===== src/rtl/pb_mode_controller.sv =====
// ---------------------------------------------------------------------------
// pb_mode_controller
//
// Pushbutton front end and command sequencer between the board pb[] pins and
// the datapath/display logic. Each raw button passes through a two-flop
// synchroniser, a stable-count debouncer and a rising-edge pulse generator.
// The debounced pulses then step an IDLE -> WRITE -> READ -> CLEAR mode FSM
// that issues increment/decrement commands, steps the output selector and
// produces a one-cycle clear pulse. An optional hold-to-repeat re-issues the
// increment/decrement command while its button stays held in WRITE.
//
// Button roles: pb[0]=mode, pb[1]=select, pb[2]=increment, pb[3]=decrement.
// Buttons with index >= 4 only produce btn_pulse.
//
// Ports
//   hwclk             in   system clock, rising edge
//   reset             in   asynchronous, active-high reset
//   pb                in   raw asynchronous buttons, active high
//   btn_pulse         out  debounced rising-edge pulses, one cycle each
//   clear             out  high for the single cycle spent in CLEAR
//   write             out  high while in WRITE
//   read              out  high while in READ
//   enable_increment  out  one-cycle increment command (WRITE only)
//   enable_decrement  out  one-cycle decrement command (WRITE only)
//   output_select     out  selected output channel
//   mode              out  state code: IDLE=0, WRITE=1, READ=2, CLEAR=3
// ---------------------------------------------------------------------------
module pb_mode_controller #(
  parameter int NUM_BTN         = 4,
  parameter int DEBOUNCE_CYCLES = 10000,
  parameter int REPEAT_CYCLES   = 0,
  parameter int SEL_W           = 2
) (
  input  logic               hwclk,
  input  logic               reset,
  input  logic [NUM_BTN-1:0] pb,
  output logic [NUM_BTN-1:0] btn_pulse,
  output logic               clear,
  output logic               write,
  output logic               read,
  output logic               enable_increment,
  output logic               enable_decrement,
  output logic [SEL_W-1:0]   output_select,
  output logic [1:0]         mode
);

  localparam int DB_W = $clog2(DEBOUNCE_CYCLES + 1);
  localparam logic [DB_W-1:0] DB_LAST = DB_W'(DEBOUNCE_CYCLES - 1);

  localparam int RP_W = (REPEAT_CYCLES > 1) ? $clog2(REPEAT_CYCLES) : 1;
  localparam logic [RP_W-1:0] RP_LAST = (REPEAT_CYCLES > 0) ? RP_W'(REPEAT_CYCLES - 1) : '0;
  localparam logic REPEAT_EN = (REPEAT_CYCLES > 0);

  typedef enum logic [1:0] {
    IDLE  = 2'd0,
    WRITE = 2'd1,
    READ  = 2'd2,
    CLEAR = 2'd3
  } state_t;

  state_t state;

  logic [NUM_BTN-1:0] sync1;
  logic [NUM_BTN-1:0] sync2;
  logic [NUM_BTN-1:0] db_level;
  logic [NUM_BTN-1:0] db_prev;
  logic [DB_W-1:0]    db_cnt [NUM_BTN];

  logic            rep_active;
  logic            rep_dir;
  logic [RP_W-1:0] rep_cnt;
  logic            rep_held;

  // Input path. The counter only runs while the synchronised level disagrees
  // with the accepted level; the level flips on the DEBOUNCE_CYCLES-th
  // consecutive disagreeing cycle. The pulse compares the accepted level with
  // its one-cycle-old copy, so it lands one cycle after the flip.
  always_ff @(posedge hwclk or posedge reset) begin
    if (reset) begin
      sync1     <= '0;
      sync2     <= '0;
      db_level  <= '0;
      db_prev   <= '0;
      btn_pulse <= '0;
      for (int i = 0; i < NUM_BTN; i++) begin
        db_cnt[i] <= '0;
      end
    end else begin
      sync1     <= pb;
      sync2     <= sync1;
      db_prev   <= db_level;
      btn_pulse <= db_level & ~db_prev;
      for (int i = 0; i < NUM_BTN; i++) begin
        if (sync2[i] == db_level[i]) begin
          db_cnt[i] <= '0;
        end else if (db_cnt[i] == DB_LAST) begin
          db_level[i] <= ~db_level[i];
          db_cnt[i]   <= '0;
        end else begin
          db_cnt[i] <= db_cnt[i] + DB_W'(1);
        end
      end
    end
  end

  // The repeating button must still be the only one of inc/dec held down.
  assign rep_held = rep_dir ? (db_level[3] & ~db_level[2])
                            : (db_level[2] & ~db_level[3]);

  // Mode FSM with registered commands. A mode pulse always wins over any
  // other pulse in the same cycle; inc and dec together cancel each other.
  // An accepted inc/dec press arms the repeat counter, which re-issues the
  // same command every REPEAT_CYCLES cycles while the button stays held.
  always_ff @(posedge hwclk or posedge reset) begin
    if (reset) begin
      state            <= IDLE;
      enable_increment <= 1'b0;
      enable_decrement <= 1'b0;
      output_select    <= '0;
      rep_active       <= 1'b0;
      rep_dir          <= 1'b0;
      rep_cnt          <= '0;
    end else begin
      enable_increment <= 1'b0;
      enable_decrement <= 1'b0;
      case (state)
        IDLE: begin
          rep_active <= 1'b0;
          if (btn_pulse[0]) begin
            state <= WRITE;
          end
        end
        WRITE: begin
          if (btn_pulse[0]) begin
            state      <= READ;
            rep_active <= 1'b0;
          end else if (btn_pulse[2] ^ btn_pulse[3]) begin
            enable_increment <= btn_pulse[2];
            enable_decrement <= btn_pulse[3];
            rep_active       <= REPEAT_EN;
            rep_dir          <= btn_pulse[3];
            rep_cnt          <= '0;
          end else if (btn_pulse[2] & btn_pulse[3]) begin
            rep_active <= 1'b0;
          end else if (rep_active) begin
            if (!rep_held) begin
              rep_active <= 1'b0;
            end else if (rep_cnt == RP_LAST) begin
              rep_cnt <= '0;
              if (rep_dir) begin
                enable_decrement <= 1'b1;
              end else begin
                enable_increment <= 1'b1;
              end
            end else begin
              rep_cnt <= rep_cnt + RP_W'(1);
            end
          end
        end
        READ: begin
          rep_active <= 1'b0;
          if (btn_pulse[0]) begin
            state <= CLEAR;
          end else if (btn_pulse[1]) begin
            output_select <= output_select + SEL_W'(1);
          end
        end
        CLEAR: begin
          rep_active    <= 1'b0;
          state         <= IDLE;
          output_select <= '0;
        end
        default: begin
          rep_active <= 1'b0;
          state      <= IDLE;
        end
      endcase
    end
  end

  assign mode  = state;
  assign write = (state == WRITE);
  assign read  = (state == READ);
  assign clear = (state == CLEAR);

endmodule


===== config.mk =====
export PLATFORM = sky130hd
export DESIGN_NAME = pb_mode_controller
export DESIGN_NICKNAME = d
export VERILOG_FILES = /design/src/rtl/pb_mode_controller.sv
export SDC_FILE = /design/constraint.sdc
export NUM_CORES = 1
export LEC_CHECK = 0
export BUFFER_PORTS_ARGS = -buffer_cell sky130_fd_sc_hd__buf_2
export CAP_MARGIN = 20
export CORE_ASPECT_RATIO = 1.4
export CORE_MARGIN = 1.5
export CORE_UTILIZATION = 65
export DETAILED_ROUTE_END_ITERATION = 8
export PLACE_DENSITY = 0.94
export SLEW_MARGIN = 15
export SYNTH_ARGS = -nofsm -noshare
export SYNTH_HDL_FRONTEND = slang
export SYNTH_SLANG_ARGS = --single-unit

===== constraint.sdc =====
create_clock -name hwclk -period 5.7 [get_ports hwclk]
set_input_delay 1.425 -clock hwclk [delete_from_list [all_inputs] [get_ports hwclk]]
set_output_delay 1.425 -clock hwclk [all_outputs]
set_load 0.02 [all_outputs]

======== Word-level counts from Yosys, hierarchy flattened ========
Cells that the tools add are included.
storage, ports and cells
  register bits ........................... 85
  input bits .............................. 6
  output and inout port bits .............. 13
  word-level logic and storage cells ...... 113
operators by class
  $add $sub $neg .......................... 6
  eq/ne operators ......................... 17
  mux-type cells .......................... 43
  bitwise gates (word level) .............. 15
  reduce and logical (&&, ||, !) cells .... 13
operator list
  operator                                                               number
  14-bit two-way mux                                                     8
  14-bit by 1-bit adder with 14-bit output, second input constant        4
  14-bit equality test, second input constant                            4
  1-bit two-way mux                                                      27
  2-bit != test, second input constant                                   6
  2-bit two-way mux                                                      5
  1-bit inverter                                                         9
  3-bit AND reduction                                                    3
  2-bit one-hot mux with 4 select lines                                  1
  2-bit AND reduction                                                    4
  2-bit nonzero test                                                     3
  5-bit AND reduction                                                    1
  4-bit AND                                                              1
  1-bit equality test                                                    4
  2-bit equality test, second input constant                             2
  4-bit inverter                                                         1
  2-bit one-hot mux with 2 select lines                                  1
  1-bit AND                                                              3
  3-bit OR reduction                                                     1
  2-bit by 1-bit adder with 2-bit output, second input constant          1
  2-bit by 1-bit equality test with 1-bit output, second input constant  1
  2-bit logical NOT                                                      1
  1-bit one-hot mux with 2 select lines                                  1
  1-bit adder, second input constant                                     1
  1-bit XOR                                                              1

======== Logic depth before layout (Yosys ltp) ========
  depth after elaboration ................. 9
  gate-level depth with buffers ........... 6
  gate-level depth less buffers ........... 5

======== Least setup slack after synthesis ========
Ideal clock, no wire load.
  path type ............................... register to output
  from .................................... register state[0] (netlist: mode[0])
  to ...................................... output port read
  data arrival time ....................... 0.945 ns
  data required time ...................... 4.275 ns
  path slack .............................. 3.330 ns
  stages on the path, launching flop included .. 3
  buffers on the path ..................... 0
  cells stage by stage .................... dfrtp_1 inv_1 ha_1
between the ends
  longest elaborated chain between the ends .. 1
RTL lines
  element                 line  text
  from (decl)             61    state_t state;
  from (signal assigned)  116   state <= IDLE;
  from (signal assigned)  130   state <= WRITE;
  from (signal assigned)  135   state <= READ;
  2-bit equality test     183   assign read = (state == READ);
  to (decl)               40    output logic read,
Every way passes these cells.

======== Worst setup path in the final report ========
Same ends and word-level chain as after synthesis.

==> metrics.cfg <==
[status]
outcome=complete, no violations

[setup_path]
crit_path_start_kind=register
crit_required_ns=4.28
critPathMaxStageDelay_ns=0.44
cp_data_arrival_time_ns=1.41
r2r_start=db_cnt[20]
critPathTopFamily=flip-flops
cpMaxStageDelayCell=dfrtp_1
rr_worst_depth=4
rr_endpoint=db_cnt[17]
path_class=reg2out
critical_path.cell_chain=inv_1 > ha_1 > buf_2
r2r_slack_ns=3.73
cp.buffers_inverters=2
endpoint_kind=primary output
cp_max_fo=7

[floorplan]
num_rows=32
die_h_um=93.0
pin_count=19
core_area_sq_um=5570
die_w_um=67.3
die_area_sq_um=6260
start_util_pct=67.6

[global_routing]
grt_overflow=0
grt_pass1_vias=2506
grt_util_met2_pct=38.9
grtUsageMet1_pct=28.5
grt_util_met3_pct=4.69
grt_max_degree=85
grt_use_total_pct=23.3
grt_pass1_wl_um=10900
grt.busiest_layer=met2
antenna_found_initial=0

[min_path]
hold_path_end=sync2[0]
hp-start=sync1[0]
hold_class=reg2reg
holdPathStages=0

[synth]
ys.flop_type=dfrtp_1
yosys_warnings=0
yosysSeqAreaShare_pct=55.9
ys_ff_latch=84
synth-edff-count=0
yosysMostFrequentCell=dfrtp_1
synth_cell_types=37
synth_cells=341
netlist.area_leader.share_pct=55.9
syn_avg_cell_area_sq_um=11.0
synth_top_cells_by_count=84 x dfrtp_1, 60 x nor2_1, 30 x xnor2_1, 21 x xor2_1, 18 x nand2_1
synth_nets=357
synth_top_cell_by_area=dfrtp_1
async_flop_share_pct=100
synth.cell_area_sq_um=3760
ys_top_cells_by_area=dfrtp_1 56%, xnor2_1 7.0%, nor2_1 6.0%, xor2_1 4.9%, ha_1 3.3%

[cts]
clk_pin_slew_worst_paths_ns=0.08
root_buffer=clkbuf_8
cts_resized=0
tritoncts=yes
cts_made_buffers=9
cts_setup_buffers=0
insertion_delay_ns=0.35
clk_path_buf_depth=2
ctsHoldBuffers=0
htree_levels=3
clock_sinks=84

[power]
fin_total_pwr_mw=1.11
irDropWorstVdd_uv=241
power_leakage_nw=1.87
powerDensity_nw_per_um2=268

[place]
dp.cells=423
place.gp.congestion=0.809
dp.final_hpwl_um=4310
portBuffers=18

[detailed_routing]
vias=2581
wl_per_cell_um=14.7
drt-total-wl_um=6470
drtIter0Drc=178
postRouteAntennaNets=0
avgViaCountPerCell=5.87
drc=0
first_pass_iters=4

[timing]
fmax_mhz=353
period_share_pct=49.7
rsz0062_at_grt=no
worst_slew_pin_slew_ns=0.440
fin_crit_ns=2.83
whs_ns=0.362
maxSlewHeadroom_pct=70.6
hold_violations=0
slew_violations=0
skew_ns=0.0136
setup_tns_ns=0
setup_viol_count_final=0

[job]
maxCapViolations=0

[layout]
fin_util_pct=74.6
num-fill-cells=352
area_delta_synth_final_pct=10.5
antennaDiodeCount=0
stdcell_count=440
layout.nets=383
drive_gt1_share_pct=12.9

-- cell type report --
type,count,area [sq um],share of cell area (%)
repair buffers,20,125,3.01
flip-flops and latches,84,2100,50.6
multi-input cells,243,1580,38.1
inverters,9,35.0,0.843
clock inverters,7,100,2.41
well taps,68,85.1,2.05
clock buffers,9,124,2.98
-- layer usage --
layer | wire length, um | up-vias
met5 | 0 | -
met4 | 126 | 0
met3 | 190 | 10
met2 | 3340 | 55
met1 | 2810 | 1288
li1 | - | 1228
-- cells by family after synthesis --
group | synth area share, %
flip-flops | 55.9
XOR/XNOR | 11.9
AO/OA/AOI/OAI | 2.20
multiplexers | 1.80
AND/OR/NAND/NOR | 22.9
buffers and inverters | 2.00
adder cells (fa/ha/maj) | 3.33
-- sequential cells by signal (all words and copies together), names as in the netlist --
name / cells
btn_pulse: 4
rep_active: 1
sync2: 4
mode: 2
db_prev: 4
output_select: 2
enable_increment: 1
rep_dir: 1
db_level: 4
db_cnt: 56
sync1: 4
enable_decrement: 1
-- power by group --
part | leakage, nW | switching [mW] | internal (mW)
Clock | 0.102 | 0.218 | 0.249
Sequential | 1.15 | 0.00896 | 0.605
Combinational | 0.622 | 0.0228 | 0.0109
-- placed cells by master, fill, tap and decap left out, drive strengths merged --
cell / count
clkinv: 2
and3b: 1
nor4: 6
or4: 5
xor2: 21
and4: 5
ha: 10
a21oi: 4
nand4: 16
a21o: 1
a32o: 1
clkinvlp: 3
nor2b: 5
nor3: 16
mux2: 5
or4bb: 1
buf: 20
nor4bb: 2
nor2: 60
xnor2: 30
dfrtp: 84
a22oi: 2
nand3: 11
nor4b: 1
and2: 1
o31ai: 2
nand2b: 2
bufinv: 2
inv: 9
and3: 5
clkbuf: 9
nor3b: 2
o32a: 1
or4b: 2
or3: 3
o21ai: 1
nand2: 21
-- stage by stage --
| step | area [sq um] | worst slack (ns) |
|---|---|---|
| 4_1_cts | 4130 | 2.86 |
| 2_1_floorplan | 3760 | 2.11 |
| 3_3_place_gp | 3900 | 3.28 |
| 3_5_place_dp | 3900 | 3.24 |
| 6_report | 4150 | 2.87 |
| 5_1_grt | 4150 | 2.79 |
-- worst max-delay path by stage --
stage,from,end,cells past startpoint
finish,mode[0],read,3
global route,mode[0],read,3
CTS,mode[0],read,3
detailed placement,mode[0],read,3
global placement,reset,db_cnt[12],3
floorplan,reset,btn_pulse[0],1
No activity file was read; power rests on OpenSTA's default activity.
